$ cat src/rtl/openddr_page_ctrl.sv
// openddr_page_ctrl: per-bank open-page controller.
// Accepts one decoded request at a time, tracks the open row of every bank and
// issues the minimal PRE/ACT/RD/WR sequence with tRP/tRCD spacing. Also closes
// every bank on a precharge-all request (used ahead of refresh).
//
// Handshakes: a transfer happens on a rising edge where valid && ready are both
// high. A producer holds valid and its payload stable until that edge and may
// drop valid only in the cycle after it. req_ready is the only output that
// depends combinationally on an input (pre_all_req); every other output is a
// register.
module openddr_page_ctrl #(
    parameter int BANK_WIDTH = 3,
    parameter int ROW_WIDTH  = 16,
    parameter int COL_WIDTH  = 10,
    parameter int T_RP       = 4,
    parameter int T_RCD      = 4
) (
    input  logic                  clk,
    input  logic                  rst,
    input  logic                  req_valid,
    output logic                  req_ready,
    input  logic [BANK_WIDTH-1:0] req_bank,
    input  logic [ROW_WIDTH-1:0]  req_row,
    input  logic [COL_WIDTH-1:0]  req_col,
    input  logic                  req_write,
    output logic                  cmd_valid,
    input  logic                  cmd_ready,
    output logic [2:0]            cmd_type,
    output logic [BANK_WIDTH-1:0] cmd_bank,
    output logic [ROW_WIDTH-1:0]  cmd_row,
    output logic [COL_WIDTH-1:0]  cmd_col,
    input  logic                  pre_all_req,
    output logic                  pre_all_done,
    output logic                  hit,
    output logic                  miss,
    output logic                  conflict
);

    localparam int NB    = 1 << BANK_WIDTH;
    localparam int T_MAX = (T_RP > T_RCD) ? T_RP : T_RCD;
    localparam int CW    = $clog2(T_MAX);

    localparam logic [2:0] CMD_ACT  = 3'd0;
    localparam logic [2:0] CMD_PRE  = 3'd1;
    localparam logic [2:0] CMD_RD   = 3'd2;
    localparam logic [2:0] CMD_WR   = 3'd3;
    localparam logic [2:0] CMD_PREA = 3'd4;

    typedef enum logic [3:0] {
        S_IDLE,
        S_DECIDE,
        S_PRE,
        S_WAIT_RP,
        S_ACT,
        S_WAIT_RCD,
        S_RW,
        S_PREA,
        S_WAIT_PA,
        S_PA_DONE
    } state_t;

    state_t                 state;
    logic [NB-1:0]          open_q;
    logic [ROW_WIDTH-1:0]   open_row_q [NB];
    logic [BANK_WIDTH-1:0]  bank_q;
    logic [ROW_WIDTH-1:0]   row_q;
    logic [COL_WIDTH-1:0]   col_q;
    logic                   write_q;
    logic [CW-1:0]          wait_cnt;

    logic req_fire;
    logic cmd_fire;
    logic req_open;
    logic req_match;

    assign req_ready = (state == S_IDLE) && !pre_all_req;
    assign req_fire  = req_valid && req_ready;
    assign cmd_fire  = cmd_valid && cmd_ready;
    // Classification is taken from the incoming request at acceptance so the
    // pulses are registered and line up with the DECIDE cycle.
    assign req_open  = open_q[req_bank];
    assign req_match = (open_row_q[req_bank] == req_row);

    // Row table: a bank's row is recorded when its ACT is consumed; the open
    // bit (reset-cleared) qualifies it, so the row storage itself needs no reset.
    always_ff @(posedge clk) begin
        if (state == S_ACT && cmd_fire) begin
            open_row_q[bank_q] <= row_q;
        end
    end

    // Main sequencer: command issue, wait timing, open-bit bookkeeping, pulses.
    always_ff @(posedge clk or posedge rst) begin
        if (rst) begin
            state        <= S_IDLE;
            open_q       <= '0;
            bank_q       <= '0;
            row_q        <= '0;
            col_q        <= '0;
            write_q      <= 1'b0;
            wait_cnt     <= '0;
            cmd_valid    <= 1'b0;
            cmd_type     <= 3'd0;
            cmd_bank     <= '0;
            cmd_row      <= '0;
            cmd_col      <= '0;
            pre_all_done <= 1'b0;
            hit          <= 1'b0;
            miss         <= 1'b0;
            conflict     <= 1'b0;
        end else begin
            pre_all_done <= 1'b0;
            hit          <= 1'b0;
            miss         <= 1'b0;
            conflict     <= 1'b0;
            case (state)
                S_IDLE: begin
                    if (pre_all_req) begin
                        if (|open_q) begin
                            state     <= S_PREA;
                            cmd_valid <= 1'b1;
                            cmd_type  <= CMD_PREA;
                            cmd_bank  <= '0;
                            cmd_row   <= '0;
                            cmd_col   <= '0;
                        end else begin
                            state        <= S_PA_DONE;
                            pre_all_done <= 1'b1;
                        end
                    end else if (req_fire) begin
                        bank_q   <= req_bank;
                        row_q    <= req_row;
                        col_q    <= req_col;
                        write_q  <= req_write;
                        hit      <= req_open && req_match;
                        conflict <= req_open && !req_match;
                        miss     <= !req_open;
                        state    <= S_DECIDE;
                    end
                end
                S_DECIDE: begin
                    cmd_valid <= 1'b1;
                    cmd_bank  <= bank_q;
                    if (hit) begin
                        state    <= S_RW;
                        cmd_type <= write_q ? CMD_WR : CMD_RD;
                        cmd_row  <= '0;
                        cmd_col  <= col_q;
                    end else if (conflict) begin
                        state    <= S_PRE;
                        cmd_type <= CMD_PRE;
                        cmd_row  <= '0;
                        cmd_col  <= '0;
                    end else begin
                        state    <= S_ACT;
                        cmd_type <= CMD_ACT;
                        cmd_row  <= row_q;
                        cmd_col  <= '0;
                    end
                end
                S_PRE: begin
                    if (cmd_fire) begin
                        open_q[bank_q] <= 1'b0;
                        cmd_valid      <= 1'b0;
                        cmd_type       <= 3'd0;
                        cmd_bank       <= '0;
                        wait_cnt       <= CW'(T_RP - 2);
                        state          <= S_WAIT_RP;
                    end
                end
                S_WAIT_RP: begin
                    if (wait_cnt == '0) begin
                        state     <= S_ACT;
                        cmd_valid <= 1'b1;
                        cmd_type  <= CMD_ACT;
                        cmd_bank  <= bank_q;
                        cmd_row   <= row_q;
                        cmd_col   <= '0;
                    end else begin
                        wait_cnt <= wait_cnt - CW'(1);
                    end
                end
                S_ACT: begin
                    if (cmd_fire) begin
                        open_q[bank_q] <= 1'b1;
                        cmd_valid      <= 1'b0;
                        cmd_type       <= 3'd0;
                        cmd_bank       <= '0;
                        cmd_row        <= '0;
                        wait_cnt       <= CW'(T_RCD - 2);
                        state          <= S_WAIT_RCD;
                    end
                end
                S_WAIT_RCD: begin
                    if (wait_cnt == '0) begin
                        state     <= S_RW;
                        cmd_valid <= 1'b1;
                        cmd_type  <= write_q ? CMD_WR : CMD_RD;
                        cmd_bank  <= bank_q;
                        cmd_row   <= '0;
                        cmd_col   <= col_q;
                    end else begin
                        wait_cnt <= wait_cnt - CW'(1);
                    end
                end
                S_RW: begin
                    // Row stays open after the access (open-page policy).
                    if (cmd_fire) begin
                        cmd_valid <= 1'b0;
                        cmd_type  <= 3'd0;
                        cmd_bank  <= '0;
                        cmd_col   <= '0;
                        state     <= S_IDLE;
                    end
                end
                S_PREA: begin
                    if (cmd_fire) begin
                        open_q    <= '0;
                        cmd_valid <= 1'b0;
                        cmd_type  <= 3'd0;
                        wait_cnt  <= CW'(T_RP - 2);
                        state     <= S_WAIT_PA;
                    end
                end
                S_WAIT_PA: begin
                    if (wait_cnt == '0) begin
                        state        <= S_PA_DONE;
                        pre_all_done <= 1'b1;
                    end else begin
                        wait_cnt <= wait_cnt - CW'(1);
                    end
                end
                S_PA_DONE: begin
                    state <= S_IDLE;
                end
                default: begin
                    state <= S_IDLE;
                end
            endcase
        end
    end

endmodule

$ cat config.mk
export PLATFORM = sky130hd
export DESIGN_NAME = openddr_page_ctrl
export DESIGN_NICKNAME = d
export VERILOG_FILES = /design/src/rtl/openddr_page_ctrl.sv
export SDC_FILE = /design/constraint.sdc
export NUM_CORES = 1
export LEC_CHECK = 0
export ABC_AREA = 1
export CORE_UTILIZATION = 40
export DETAILED_ROUTE_END_ITERATION = 16
export GPL_ROUTABILITY_DRIVEN = 0
export SLEW_MARGIN = 20
export SYNTH_ARGS = -nofsm -noshare
export SYNTH_HDL_FRONTEND = slang
export SYNTH_SLANG_ARGS = --single-unit
$ cat constraint.sdc
create_clock -name clk -period 6.64 [get_ports clk]
set_input_delay 1.328 -clock clk [delete_from_list [all_inputs] [get_ports clk]]
set_output_delay 1.328 -clock clk [all_outputs]
set_load 0.05 [all_outputs]
==> results.yml <==
run_status:
  outcome: "finished, final reports clean"
grt:
  first_global_vias: 6496
  grt_first_pass_wirelength_um: 36100
  antenna_found_initial: 1
  grt_max_degree: 78
  track_usage: 0.196
  grt_overflow: 0
routing:
  via_per_inst: 4.86
  via_count: 6812
  first_pass_iters: 5
  postRouteAntennaNets: 0
  drc: 0
  finalWirelength_um: 22700
  post_drt_wl_per_cell_um: 16.2
  drt_iter0_drc: 615
logic_synthesis:
  synth_seq_area_share: 0.630
  syn_nets: 1028
  ys.flop_type: "edfxtp_1"
  async_flop_share: 0.388
  yosysTopAreaCellShare: 0.412
  synth_cell_types: 32
  postSynthAreaPerCell_um2: 9.40
  yosysWarnings: 0
  syn-cell-area_um2: 9330
  synth-seq-cells: 209
  synthTopCellsByArea: "edfxtp_1 41%, dfrtp_1 22%, nand2_1 13%, nand3_1 7.2%, inv_1 4.7%"
  synthCells: 992
  synth_edf_count: 128
  synth_top_cell_by_area: "edfxtp_1"
floorplanning:
  die_x_um: 155
  io_pins: 73
  die_area_um2: 23900
  start_util: 0.409
  rows: 55
  coreArea_um2: 22800
  die_h_um: 155
critical_path:
  cp.arrival_ns: 2.80
  cp-end-kind: "output pin"
  cpPeakStageDelay_ns: 0.79
  worstSetupPathType: "primary input to output pin"
  cp_max_fo: 3
  cp.required_ns: 5.31
  cp_cell_sequence: "clkdlybuf4s50_1 > inv_1 > nand2_1 > inv_1 > clkdlybuf4s50_1"
  start_kind: "primary input"
  cp_slowest_cell: "clkdlybuf4s50_1"
sta:
  layout_min_cycle_time_ns: 4.13
  setup_viol: 0
  rsz0062_at_grt: "false"
  period_share: 0.621
  fmax_mhz: 242
  worst_clock_skew_ns: 0.0188
  timing.slew.headroom: 0.354
  hold_violations: 0
  setup_tns_ns: 0
  worstMarginPinSlew_ns: 0.969
  slew_viol_final: 0
clocking:
  clockBufferDepth: 3
  cts_buffers: 24
  clock_sinks: 209
  insertion_delay_ns: 0.52
  cts_hold_buf: 0
  cts_root_buf: "clkbuf_16"
  cts_tree: "built"
  cts_max_level: 1
  post_cts_resize_count: 0
  clkTransAtPathRegs_ns: 0.05
  cts_setup_buffers: 0
placement:
  hpwl_um: 12900
  dpl.cell_count: 1356
  io_buffers: 72
cells_and_area:
  drive_gt1_frac: 0.0708
  fillers: 2069
  area_growth_pct: 18.9
  most-common-layout-cells: "332 x nand2_1, 135 x nand3_1, 128 x edfxtp_1"
  nets: 1105
  final_cell_count_no_fill: 1401
  final_common_cell: "nand2_1"
power:
  ir_drop_v: 0.000281
  p_leak_nw: 5.05
  power_density_nw_per_um2: 401
worst_hold_path:
  hold_path_class: "flip-flop to flip-flop"
flow_run:
  maxCapViolCount: 0
-- cell type report --
class | count | area [um2] | share of cell area
repair buffers | 88 | 836 | 0.0754
well taps | 313 | 392 | 0.0353
flip-flops and latches | 209 | 5870 | 0.530
diodes | 1 | 2.50 | 0.000226
inverters | 127 | 482 | 0.0435
multi-input cells | 619 | 2740 | 0.247
clock inverters | 6 | 67.6 | 0.00609
clock buffers | 38 | 693 | 0.0625
-- state kept, by name, indices dropped and copies added (netlist names) --
name          cells
cmd_col          10
bank_q            3
conflict          1
hit               1
open_row_q      128
state             4
cmd_valid         1
miss              1
cmd_bank          3
col_q            10
cmd_row          16
cmd_type          3
write_q           1
open_q            8
wait_cnt          2
row_q            16
pre_all_done      1
-- path summary, 6_finish.rpt --
check / startpoint / endpoint / slack (ns) / cells after the start
hold reg to reg: col_q[9] / col_q[9] / 0.47 / 2
min in group asynchronous: rst / cmd_row[3] / 1.22 / 2
setup reg to reg: state[1] / miss / 4.30 / 9
setup / recovery: pre_all_req / req_ready / 2.51 / 5
hold / removal: col_q[9] / col_q[9] / 0.47 / 2
max in group asynchronous: rst / cmd_row[10] / 4.31 / 3
-- critical path: cells and delay by family --
kind	cells	cell delay, ns
AND/OR/NAND/NOR	1	0.09
buffers and inverters	4	1.39
-- per-stage QoR --
stage	total power (W)	cell area, um2	util	hold slack, ns	setup WS, ns
after floorplan	0.00277	9330	-	0.443	3.23
after global placement	0.00319	10300	0.453	0.455	2.53
after detailed placement	0.00320	10300	0.453	0.460	2.52
after CTS	0.00448	11100	0.487	0.474	2.50
after global routing	0.00469	11100	0.487	0.500	2.44
final	0.00444	11100	0.487	0.471	2.51
-- cells in the mapped netlist, types with 2 or more instances --
library cell,n
buf_4,8
nand2_2,5
nor3_1,2
dfrtp_1,81
clkinv_1,2
o21ai_0,47
buf_2,15
a22oi_1,2
nor2_1,46
clkbuf_1,7
nand2_1,332
a21oi_1,6
edfxtp_1,128
o21ai_1,15
inv_1,117
nand4_1,5
nand2_4,2
nor2_2,6
a21boi_0,8
nand3_1,135
inv_2,7
buf_6,6
-- power by group --
group / internal [W] / leakage [nW] / switching (W)
combinational: 0.000377 / 2.48 / 0.000920
sequential: 0.00168 / 2.20 / 0.000198
clock: 0.000754 / 0.367 / 0.000510
-- kinds of logic (layout without fill, tap and decap cells) --
logic type               Yosys count  after routing  synth area share
adder cells (fa/ha/maj)            1              1           0.00134
flip-flops                       209            209             0.630
buffers and inverters            164            259            0.0763
other                              0              1                 0
AND/OR/NAND/NOR                  535            535             0.242
AO/OA/AOI/OAI                     83             83            0.0507
-- metal layers --
| metal | share of wire | wire (um) | up-vias | GRT usage |
|---|---|---|---|---|
| met5 | 0 | 0 | - | 0 |
| met4 | 0.018 | 405 | 0 | 0.0486 |
| met3 | 0.065 | 1480 | 34 | 0.0331 |
| met2 | 0.44 | 10100 | 190 | 0.312 |
| met1 | 0.47 | 10700 | 3210 | 0.278 |
| li1 | - | - | 3378 | - |
(Power assumes the default switching activity.)
